`src/rtl/frame_buffer_writer.sv`:
```
// rtl/frame_buffer_writer.sv - streamed RGB pixel writer into frame memory; FB_DOUBLE_BUFFER_EN selects vsync-swapped double buffering
module frame_buffer_writer #(
    parameter int H_DISP = 800,
    parameter int V_DISP = 600,
    parameter int ADDR_W = 19,
    parameter int PIX_W  = 3
) (
    input  logic              clk,
    input  logic              rst_n,
    input  logic              i_valid,
    output logic              o_ready,
    input  logic [PIX_W-1:0]  i_pixel,
    input  logic              i_sof,
    input  logic              i_vs,
    output logic              o_wr_en,
    output logic              o_wr_buf,
    output logic [ADDR_W-1:0] o_wr_addr,
    output logic [PIX_W-1:0]  o_wr_data,
    output logic              o_disp_buf,
    output logic              o_frame_done,
    output logic              o_sof_err
);

    localparam logic [ADDR_W-1:0] LAST = ADDR_W'(H_DISP * V_DISP - 1);

`ifdef FB_DOUBLE_BUFFER_EN
    typedef enum logic [1:0] {IDLE, FILL, WAIT_SWAP} state_t;
`else
    typedef enum logic [0:0] {IDLE, FILL} state_t;
`endif

    state_t            state, state_d;
    logic [ADDR_W-1:0] cnt, cnt_d;
    logic              wr_en_d, sof_err_d, done_d, swap_d;
    logic [ADDR_W-1:0] wr_addr_d;
    logic [PIX_W-1:0]  wr_data_d;
    logic              accept;

`ifdef FB_DOUBLE_BUFFER_EN
    logic vs_q;
    logic disp_q;
    logic vs_fall;

    assign vs_fall    = vs_q & ~i_vs;
    assign o_ready    = (state != WAIT_SWAP);
    assign o_disp_buf = disp_q;
    assign o_wr_buf   = ~disp_q;

    // Vsync edge history and the displayed-buffer select, flipped only at a sync-pulse start
    always_ff @(posedge clk or negedge rst_n) begin
        if (!rst_n) begin
            vs_q   <= 1'b1;
            disp_q <= 1'b0;
        end else begin
            vs_q <= i_vs;
            if (swap_d) begin
                disp_q <= ~disp_q;
            end
        end
    end
`else
    logic unused_vs;

    assign unused_vs  = i_vs;
    assign o_ready    = 1'b1;
    assign o_disp_buf = 1'b0;
    assign o_wr_buf   = 1'b0;
`endif

    assign accept = i_valid & o_ready;

    // Next-state and write/pulse decode; a sof beat always restarts the frame at address 0
    always_comb begin
        state_d   = state;
        cnt_d     = cnt;
        wr_en_d   = 1'b0;
        wr_addr_d = o_wr_addr;
        wr_data_d = o_wr_data;
        sof_err_d = 1'b0;
        done_d    = 1'b0;
        swap_d    = 1'b0;
        case (state)
            IDLE: begin
                if (accept && i_sof) begin
                    wr_en_d   = 1'b1;
                    wr_addr_d = '0;
                    wr_data_d = i_pixel;
                    cnt_d     = ADDR_W'(1);
                    state_d   = FILL;
                end
            end
            FILL: begin
                if (accept) begin
                    wr_en_d   = 1'b1;
                    wr_data_d = i_pixel;
                    if (i_sof) begin
                        sof_err_d = 1'b1;
                        wr_addr_d = '0;
                        cnt_d     = ADDR_W'(1);
                    end else begin
                        wr_addr_d = cnt;
                        cnt_d     = cnt + ADDR_W'(1);
                        if (cnt == LAST) begin
`ifdef FB_DOUBLE_BUFFER_EN
                            state_d = WAIT_SWAP;
`else
                            state_d = IDLE;
                            done_d  = 1'b1;
`endif
                        end
                    end
                end
            end
`ifdef FB_DOUBLE_BUFFER_EN
            WAIT_SWAP: begin
                if (vs_fall) begin
                    swap_d  = 1'b1;
                    done_d  = 1'b1;
                    state_d = IDLE;
                end
            end
`endif
            default: state_d = IDLE;
        endcase
    end

    // State, pixel counter and registered memory-write / pulse outputs
    always_ff @(posedge clk or negedge rst_n) begin
        if (!rst_n) begin
            state        <= IDLE;
            cnt          <= '0;
            o_wr_en      <= 1'b0;
            o_wr_addr    <= '0;
            o_wr_data    <= '0;
            o_sof_err    <= 1'b0;
            o_frame_done <= 1'b0;
        end else begin
            state        <= state_d;
            cnt          <= cnt_d;
            o_wr_en      <= wr_en_d;
            o_wr_addr    <= wr_addr_d;
            o_wr_data    <= wr_data_d;
            o_sof_err    <= sof_err_d;
            o_frame_done <= done_d;
        end
    end

endmodule

```
`config.mk`:
```
export PLATFORM = sky130hd
export DESIGN_NAME = frame_buffer_writer
export DESIGN_NICKNAME = d
export VERILOG_FILES = /design/src/rtl/frame_buffer_writer.sv
export SDC_FILE = /design/constraint.sdc
export NUM_CORES = 1
export LEC_CHECK = 0
export CAP_MARGIN = 20
export CORE_MARGIN = 2
export CORE_UTILIZATION = 47
export CTS_CLUSTER_DIAMETER = 200
export DETAILED_ROUTE_END_ITERATION = 6
export PLACE_DENSITY = 0.74
export SLEW_MARGIN = 10
export SYNTH_ARGS = -nofsm -noshare
export SYNTH_HDL_FRONTEND = slang
export SYNTH_SLANG_ARGS = --single-unit
```
`constraint.sdc`:
```
create_clock -name clk -period 1.7 [get_ports clk]
set_clock_uncertainty 0.2 [all_clocks]
set_input_delay 0.255 -clock clk [delete_from_list [all_inputs] [get_ports clk]]
set_output_delay 0.255 -clock clk [all_outputs]
set_load 0.1 [all_outputs]
```
==> impl_metrics.yaml <==
routing:
  antenna_left: 0
  drt_wl_total_mm: 4.78
  post-route-drc-count: 0
  first_pass_iters: 4
  drt_iter0_markers: 136
  vias: 1769
  post_drt_wl_per_cell_um: 15.3
  drt-vias-per-instance: 5.65
synthesis:
  synth-seq-cells: 45
  synth-simple-area-share_pct: 18.8
  yosysWarningCount: 0
  synthFlopType: "dfrtp_1"
  yosysUniqueCellTypes: 42
  synth_compound_area_share_pct: 18.6
  synth_edf_count: 0
  synth-adder-area-share_pct: 1.20
  syn_area_sq_um: 2090
  synth_xor_area_share_pct: 0.418
  ys_seq_area_share_pct: 53.8
  synth_top_family_by_area: "simple AND/OR/NAND/NOR gates"
  synth.area.mux_share_pct: 0
  async_flop_share_pct: 100
  syn_area_per_cell_sq_um: 10.2
  synthCells: 206
setup_path:
  rr_endpoint: "cnt[18]"
  crit_path_cell_trace: "ha_2 -> and3_4 -> nand4_4 -> or4b_1 -> nand3_1"
  crit_buf_inv: 0
  critPathTopFamily: "simple AND/OR/NAND/NOR gates"
  cp-end-kind: "register"
  critPathMaxFanout: 4
  cp-endpoint: "cnt[18]"
  arrival_ns: 1.73
  cp.depth: 5
  ff2ff_path_depth: 5
  cpPeakStageDelay_ns: 0.47
  slowest_stage: "or4b_1"
  critPathRequiredTime_ns: 1.74
  regToRegStartpoint: "cnt[0]"
  cp-startpoint: "cnt[0]"
  rrSetupSlack_ns: 0.02
  setup.worst_path.class: "reg2reg"
  worstSetupStartpointType: "register"
pwr:
  pwr_density_cell_nw_per_um2: 749
  switching_share_pct: 28.9
  ir_worst_vdd_uv: 633
  p_switching_uw: 656
  comb_power_share_pct: 18.6
  intPower_mw: 1.62
  clockPowerShare_pct: 31.5
  power_mw: 2.27
  p_seq_share_pct: 49.8
  leakage_nw: 1.38
floorplan:
  num_rows: 24
  ios: 36
  die_area_sq_um: 5000
  dieWidth_um: 70.7
  die_h_um: 70.7
  initial_core_util_pct: 48.4
  coreArea_sq_um: 4320
grt:
  grt_use_total_pct: 20.8
  antenna_found_initial: 0
  grt_max_degree: 46
  grt_pass1_vias: 1772
  grt_pass1_wl_mm: 8.22
  grt_remaining_overflow: 0
layout:
  antenna_cells: 0
  layout_common_cells: "dfrtp_1, buf_4, buf_12"
  drive_gt1_share_pct: 31.0
  syn_to_final_growth_pct: 45.0
  final_nets: 270
  layout_commonest_cell: "dfrtp_1"
  final_core_util_pct: 70.2
placed_design:
  gp_congestion: 0.977
  dp_hpwl_mm: 3.33
  numPortBuffers: 31
sta:
  worst_hold_slack_ns: 0.255
  final_max_slew_viol_count: 0
  timing.final.hold_violations: 0
  finalCritPeriodShare_pct: 99.0
  fmax_mhz: 594
  finalSetupViolCount: 0
  rsz0062_at_grt: "true"
  timing.final.crit_period_ns: 1.68
run:
  max_cap_violations: 0
outcome:
  status: "finished clean"
cts:
  numCtsBuffers: 5
  cts_max_path_buffers: 2
  clock-sinks: 45
  clk_pin_slew_worst_paths_ns: 0.08
  root_buffer: "clkbuf_8"
  cts_tree: "done"
  ctsHtreeMaxLevel: 2
  insertion_delay_ns: 0.30
worst_hold_path:
  hp-class: "in2async"
[kinds of logic after synthesis]
group | after synthesis
buffers and inverters | 27
flip-flops | 45
adder cells (fa/ha/maj) | 2
other | 2
AND/OR/NAND/NOR | 70
XOR/XNOR | 1
AO/OA/AOI/OAI | 59
[layout make-up]
cell class                      instances  area, sq um
Sequential cell                        45         1130
Timing Repair Buffer                   67          861
Fill cell                             313         1290
Inverter                                6         22.5
Multi-Input combinational cell        135          858
Clock inverter                          1         5.00
Clock buffer                            7         96.3
Tap cell                               52         65.1
[tightest hold or removal path: cells and delay by family]
family   cells  cell delay (ns)
buf+inv      3             0.88
[worst min path at each step]
stage	start	endpoint	slack, ns
6_report	rst_n	o_sof_err	0.25
5_1_grt	rst_n	o_sof_err	0.28
4_1_cts	rst_n	o_sof_err	0.26
3_5_place_dp	rst_n	o_sof_err	0.05
3_3_place_gp	rst_n	o_sof_err	0.05
2_1_floorplan	rst_n	cnt[0]	-0.24
[routing by layer]
layer / track usage (%) / routed length [um]
met2: 30.2 / 2280
met4: 11.3 / 53
met3: 3.42 / 224
met5: 0 / 0
met1: 29.8 / 2220
[metrics by stage]
step / worst slack [ns] / TNS [ns] / cells / cell area [sq um]
after floorplan: -0.0119 / -0.0119 / 207 / 2110
after global placement: -0.230 / -4.59 / 303 / 2890
after detailed placement: -0.262 / -4.82 / 303 / 2890
after CTS: 0.0171 / 0 / 312 / 3000
after global routing: -0.0506 / -0.118 / 313 / 3040
final: 0.0166 / 0 / 313 / 3040
[power by group through the flow]
stage               clock (mW)  combinational (mW)  sequential, mW
CTS                      0.729               0.421            1.13
global route             0.775               0.447            1.14
detailed placement           0               0.418            1.15
global placement             0               0.415            1.15
finish                   0.717               0.424            1.13
floorplan                    0               0.110            1.28
[registers in the layout (all words and copies together), names as in the netlist]
signal,cells
cnt,19
o_wr_addr,19
o_wr_data,3
o_frame_done,1
o_sof_err,1
o_wr_en,1
state,1
[synth_stat cells, drive strengths merged, types with 3 or more instances]
| library cell | n | area (sq um) |
|---|---|---|
| o211ai | 3 | 22.5 |
| nand2 | 26 | 97.6 |
| or4 | 3 | 22.5 |
| dfrtp | 45 | 1130 |
| nor2 | 4 | 15.0 |
| o21ai | 21 | 109 |
| and4 | 4 | 37.5 |
| clkbuf | 7 | 26.3 |
| buf | 14 | 92.6 |
| nand3 | 10 | 55.1 |
| a22o | 15 | 131 |
| nand4 | 9 | 62.6 |
| a31oi | 4 | 25.0 |
| a21oi | 8 | 40.0 |
| inv | 6 | 22.5 |
| and3 | 3 | 23.8 |
[timing repair]
action / 4_1_cts / 5_1_grt
buffers inserted: 0 / 1
endpoints found under the hold margin: 45 / 0
endpoints found under the setup margin: 1 / 14
pin swaps: 0 / 3
gates resized for setup: 1 / 12
hold buffers: 1 / 0
No activity file was read; power rests on OpenSTA's default activity.
